<file path="config.mk">
export PLATFORM = sky130hd
export DESIGN_NAME = brq_ifu_id_pipe
export DESIGN_NICKNAME = d
export VERILOG_FILES = /design/src/rtl/brq_pkg.sv /design/src/rtl/brq_sat_counter.sv /design/src/rtl/brq_ifu_id_pipe.sv
export SDC_FILE = /design/constraint.sdc
export NUM_CORES = 1
export LEC_CHECK = 0
export ABC_AREA = 1
export BUFFER_PORTS_ARGS = -buffer_cell sky130_fd_sc_hd__clkbuf_2
export CORE_UTILIZATION = 40
export CTS_BUF_LIST = sky130_fd_sc_hd__clkbuf_2
export DETAILED_ROUTE_END_ITERATION = 6
export GPL_TIMING_DRIVEN = 0
export MAX_ROUTING_LAYER = met4
export PLACE_DENSITY_LB_ADDON = 0.15
export SLEW_MARGIN = 30
export SYNTH_ARGS = -nofsm -noshare
export SYNTH_HDL_FRONTEND = slang
export SYNTH_SLANG_ARGS = --single-unit
</file>
<file path="constraint.sdc">
create_clock -name clk_i -period 2.1 [get_ports clk_i]
set_clock_uncertainty 0.15 [all_clocks]
set_input_delay 0.42 -clock clk_i [delete_from_list [all_inputs] [get_ports clk_i]]
set_output_delay 0.42 -clock clk_i [all_outputs]
set_load 0.01 [all_outputs]
</file>
<file path="src/rtl/brq_pkg.sv">
// Shared types and constants for the brq IF/ID stage.
// Consumers: brq_ifu_id_pipe and the bench (OPCODE_OP matches the dummy generator).
package brq_pkg;

    typedef struct packed {
        logic [31:0] rdata;
        logic [31:0] pc;
        logic        is_dummy;
        logic        fetch_err;
    } if_id_instr_t;

    localparam logic [6:0] OPCODE_OP = 7'h33;

endpackage

</file>
<file path="src/rtl/brq_sat_counter.sv">
// Saturating up-counter with synchronous clear; clear wins over increment.
module brq_sat_counter #(
    parameter int Width = 16
) (
    input  logic             clk_i,
    input  logic             rst_i,
    input  logic             clr,
    input  logic             incr,
    output logic [Width-1:0] cnt
);

    // Sticks at all-ones so a long run never wraps back to a small value.
    always_ff @(posedge clk_i or posedge rst_i) begin
        if (rst_i) begin
            cnt <= '0;
        end else if (clr) begin
            cnt <= '0;
        end else if (incr && (cnt != {Width{1'b1}})) begin
            cnt <= cnt + 1'b1;
        end
    end

endmodule

</file>
<file path="src/rtl/brq_ifu_id_pipe.sv">
// IF/ID instruction register: a dummy instruction beats a fetched one, the winner is held for ID.
// Optional statistics counters are built when BRQ_IFU_ID_STATS_EN is defined.
module brq_ifu_id_pipe
    import brq_pkg::*;
#(
    parameter int StatsW = 16
) (
    input  logic              clk_i,
    input  logic              rst_i,
    input  logic              fetch_valid_i,
    input  logic [31:0]       fetch_rdata_i,
    input  logic [31:0]       fetch_addr_i,
    input  logic              fetch_err_i,
    output logic              fetch_ready_o,
    input  logic              insert_dummy_instr_i,
    input  logic [31:0]       dummy_instr_data_i,
    output logic              id_in_ready_o,
    input  logic              flush_i,
    input  logic              id_ready_i,
    output logic              instr_valid_id_o,
    output logic [31:0]       instr_rdata_id_o,
    output logic [31:0]       instr_pc_id_o,
    output logic              instr_is_dummy_o,
    output logic              instr_fetch_err_o,
    input  logic              stats_clr_i,
    output logic [StatsW-1:0] dummy_cnt_o,
    output logic [StatsW-1:0] real_cnt_o
);

    logic         valid_q;
    if_id_instr_t instr_q;
    if_id_instr_t instr_d;
    logic         load_dummy;
    logic         load_real;

    assign id_in_ready_o = ~valid_q | id_ready_i;
    assign load_dummy    = id_in_ready_o & insert_dummy_instr_i & ~flush_i;
    assign load_real     = id_in_ready_o & fetch_valid_i & ~insert_dummy_instr_i & ~flush_i;
    assign fetch_ready_o = load_real;

    // A dummy takes the PC of the real instruction it displaces and never carries an error.
    always_comb begin
        instr_d = instr_q;
        if (load_dummy) begin
            instr_d.rdata     = dummy_instr_data_i;
            instr_d.pc        = fetch_addr_i;
            instr_d.is_dummy  = 1'b1;
            instr_d.fetch_err = 1'b0;
        end else if (load_real) begin
            instr_d.rdata     = fetch_rdata_i;
            instr_d.pc        = fetch_addr_i;
            instr_d.is_dummy  = 1'b0;
            instr_d.fetch_err = fetch_err_i;
        end
    end

    always_ff @(posedge clk_i or posedge rst_i) begin
        if (rst_i) begin
            valid_q <= 1'b0;
        end else if (flush_i) begin
            valid_q <= 1'b0;
        end else if (load_dummy || load_real) begin
            valid_q <= 1'b1;
        end else if (id_ready_i) begin
            valid_q <= 1'b0;
        end
    end

    always_ff @(posedge clk_i or posedge rst_i) begin
        if (rst_i) begin
            instr_q <= '0;
        end else begin
            instr_q <= instr_d;
        end
    end

    assign instr_valid_id_o  = valid_q;
    assign instr_rdata_id_o  = instr_q.rdata;
    assign instr_pc_id_o     = instr_q.pc;
    assign instr_is_dummy_o  = instr_q.is_dummy;
    assign instr_fetch_err_o = instr_q.fetch_err;

`ifdef BRQ_IFU_ID_STATS_EN
    brq_sat_counter #(
        .Width (StatsW)
    ) u_dummy_cnt (
        .clk_i (clk_i),
        .rst_i (rst_i),
        .clr   (stats_clr_i),
        .incr  (load_dummy),
        .cnt   (dummy_cnt_o)
    );

    brq_sat_counter #(
        .Width (StatsW)
    ) u_real_cnt (
        .clk_i (clk_i),
        .rst_i (rst_i),
        .clr   (stats_clr_i),
        .incr  (load_real),
        .cnt   (real_cnt_o)
    );
`else
    logic unused_stats_clr;
    assign unused_stats_clr = stats_clr_i;
    assign dummy_cnt_o      = '0;
    assign real_cnt_o       = '0;
`endif

endmodule

</file>
* Yosys cells after proc, flatten, opt, wreduce, memory -nomap -nowiden
Cells that the tools add are included.
** Storage, ports and cells
- Output and inout bits :: 101
- Word-level logic and storage cells :: 22
- Register bits after elaboration :: 67
** Operators by class
- Bitwise logic cells :: 9
- Mux-type cells :: 5
- Reduce and logical (&&, ||, !) cells :: 3
** Operators by type and width (count)
- two-way mux 66 bit :: 2
- bitwise AND 1 bit :: 5
- two-way mux 1 bit :: 3
- NOT 1 bit :: 3
- nonzero test 3 bit :: 1
- nonzero test 2 bit :: 1
- logical OR 1 bit :: 1
- bitwise OR 1 bit :: 1

* Logic depth before layout (Yosys ltp)
- Word-level depth :: 8
- Mapped depth :: 8

* Least setup slack after synthesis
Ideal clock, no wire load.
- Path kind :: input to output
- Start :: in id_ready_i
- End :: out fetch_ready_o
- Stages :: 5
- Slack :: 526 ps
- Path buffers :: 1
- Arrival :: 1004 ps
- Cell sequence :: inv_1 -> nand2_2 -> nand3_2 -> buf_2 -> inv_1
** On the way
- Word-level cells in the longest chain between the ends :: 4
** RTL lines
- start, declared :: line brq_ifu_id_pipe.sv:19 : input logic id_ready_i,
- bitwise OR 1 bit :: line brq_ifu_id_pipe.sv:36 : assign id_in_ready_o = ~valid_q | id_ready_i;
- bitwise AND 1 bit (3 in series) :: line brq_ifu_id_pipe.sv:38 : assign load_real = id_in_ready_o & fetch_valid_i & ~insert_dummy_instr_i & ~flush_i;
- end, declared :: line brq_ifu_id_pipe.sv:14 : output logic fetch_ready_o,
No other way between the ends.

* Final worst setup path
- Start :: reg valid_q (netlist: instr_valid_id_o)
- End :: out fetch_ready_o
** On the way
- Word-level cells in the longest chain between the ends :: 5
** RTL lines
- start, declared :: line brq_ifu_id_pipe.sv:30 : logic valid_q;
- start signal, assigned :: line brq_ifu_id_pipe.sv:59 : valid_q <= 1'b0;
- start signal, assigned :: line brq_ifu_id_pipe.sv:61 : valid_q <= 1'b0;
- start signal, assigned :: line brq_ifu_id_pipe.sv:63 : valid_q <= 1'b1;
- NOT 1 bit :: line brq_ifu_id_pipe.sv:36
- bitwise OR 1 bit :: line brq_ifu_id_pipe.sv:36
- bitwise AND 1 bit (3 in series) :: line brq_ifu_id_pipe.sv:38
No other way between the ends.

==> results.tsv <==
stage	metric	value	unit
logic_synthesis	Yosys top cell by area	dfrtp_1	
global_route	initial antenna violation count	0	
timing	Setup TNS Final	0	ns
floorplan	die height	93.7	um
route	WL/cell	12.5	um
timing	maximum clock frequency	505	MHz
pwr	Worst IR Drop VDD	0.248	mV
timing	final hold slack	0.0386	ns
timing	Final Cycle Share	94.2	%
timing	Final WS setup	0.121	ns
logic_synthesis	Synth top area share	49.9	%
floorplan	starting density of the core	41.1	%
critical_path	slowest stage delay, CP	0.45	ns
clock_tree	Num CTS Buffers	9	
logic_synthesis	cell count after synthesis	434	
layout	design area	4990	um2
critical_path	crit path kind	flip-flop to output pin	
logic_synthesis	Syn. warnings	0	
layout	NumNets Final	791	
clock_tree	clk_lat worst skew	0.46	ns
logic_synthesis	Area contributors post-synth	dfrtp_1 (50%), nand2_1 (22%), nand3_1 (14%)	
timing	pins over their slew limit	0	
clock_tree	Reg clk slew, reported paths	0.17	ns
route	First-pass DRT Iterations	6	
logic_synthesis	Synth cell types	16	
floorplan	Core Region	8180	um2
global_route	GRT Util Overall	24.1	%
placed_design	gpl congestion	0.766	
critical_path	CP Capture Type	output pin	
route	Iteration-0 DRC Markers	121	
route	final wirelength	9950	um
global_route	pin count of the biggest net entering global routing	30	
global_route	first-pass GRT wire length	16000	um
placed_design	DP Worst Slack	0.104	ns
placed_design	HPWL Detailed	7200	um
logic_synthesis	Synth Register Bits	67	
status	status	finished, final reports clean	
layout	utilization after layout	61.0	%
route	residual DRC count	0	
clock_tree	CTS Sinks	67	
layout	fraction of layout instances using a drive strength above 1	36.3	%
floorplan	die width	93.7	um
clock_tree	Longest Clk Path Bufs	2	
floorplan	Site Rows	33	
pwr	Lkg Pwr	3.04	nW
layout	commonest non-fill, non-tap cell in the layout	nand2_1	
critical_path	Req. time, crit path	1.53	ns
critical_path	worst-path maximum fanout	3	
critical_path	Cell Chain, Critical Path	nand2_4, nand3_4, buf_8, inv_1, clkbuf_2	
placed_design	number of buffers added on ports	171	
layout	Area Overhead vs Synth	48.4	%
clock_tree	CTS Root Cell	clkbuf_2	
layout	ant diodes	0	
timing	Final Hold Viols	0	
logic_synthesis	post-synthesis sequential area ratio	49.9	%
layout	most frequent cells in the layout	nand2_1 (196), clkbuf_2 (181), nand3_1 (97)	
route	antenna violation net count after detailed routing	0	
clock_tree	H-tree levels	3	
critical_path	Slowest cell on crit path	dfrtp_1	
clock_tree	CTS tree	done	
logic_synthesis	syn avg cell area	7.74	um2
placed_design	Placed Area	4510	um2
hold_path	Worst Hold Class	input port to flip-flop	
critical_path	critical path startpoint category	flip-flop	
pwr	PD cells	650	nW/um2
floorplan	full die area	8770	um2
timing	RSZ-0062 raised after global routing	false	
timing	Setup-failing EPs final	0	
floorplan	io pins	205	
route	routed vias	3585	
timing	Final min period	1.98	ns
critical_path	WP data arrival	1.41	ns
job	Max Cap Viol	0	
logic_synthesis	cell area after synthesis	3360	um2
route	Via density	4.50	
global_route	Overflow after GRT	0	
global_route	vias in the first global route	3497	
==> logic make-up (layout without fill, tap and decap cells) <==
logic type,after synthesis,in the layout,share of synthesized area [%]
AOI/OAI and AO/OA,1,1,0.186
buffers and inverters,66,293,12.0
DFF,67,67,49.9
other,1,32,0.112
and+or+nand+nor,299,299,37.8
==> worst max-delay path, delay by kind of cell (launching register included) <==
| kind | cells | cell delay [ns] |
|---|---|---|
| flip-flops | 1 | 0.45 |
| buffers and inverters | 3 | 0.33 |
| AND/OR/NAND/NOR | 2 | 0.18 |
==> power by group <==
group	switching, mW	internal [mW]
registers	0.127	1.50
clock network	0.440	0.149
logic	0.555	0.465
==> Yosys cell counts (all sizes together) <==
cell	instances
nand3	98
inv	5
nand2	199
conb	1
a31oi	1
dfrtp	67
buf	56
clkbuf	5
nor2	2
==> per-layer routing <==
layer  GRT usage, %  vias to the layer above  routed length (um)
li1               -                     1824                   -
met1           29.7                     1613                4440
met2           39.8                      139                4700
met3           5.34                        9                 730
met4           7.18                        0                  68
met5              -                        -                   0
==> layout make-up <==
type	count	area, um2
inverter	5	22.5
timing repair buffer	212	1270
sequential	67	1680
clock inverter	6	32.5
multi-input combinational	332	1410
tap	105	131
buffer	60	390
clock buffer	10	50.0
fill	795	3190
==> worst paths after layout <==
path	start	endpoint	slack [ns]	depth (start not counted)
min	fetch_addr_i[0]	instr_pc_id_o[0]	0.04	3
max reg2reg	instr_valid_id_o	instr_pc_id_o[21]	0.46	7
min reg2reg	instr_is_dummy_o	instr_is_dummy_o	0.35	2
max	instr_valid_id_o	fetch_ready_o	0.12	5
min in group asynchronous	rst_i	instr_pc_id_o[27]	0.33	3
max in group asynchronous	rst_i	instr_valid_id_o	1.02	4
==> per-stage QoR <==
step,total power [mW],std cells
finish,3.24,797
CTS,3.27,797
floorplan,2.17,465
global route,3.48,797
global placement,2.59,741
detailed placement,2.62,743
==> sequential cells by signal (all words and copies together), names as in the netlist <==
register,cells
instr_fetch_err_o,1
instr_is_dummy_o,1
instr_pc_id_o,32
instr_rdata_id_o,32
instr_valid_id_o,1
==> what timing repair did <==
item | CTS | global route
hold buffers | 34 | 0
gates resized for setup | 5 | 0
endpoints found under the setup margin | 2 | 2
buffers inserted | 4 | 1
pin swaps | 1 | 0
endpoints found under the hold margin | 52 | 0
Note: power is estimated with default switching activity, not from simulation.
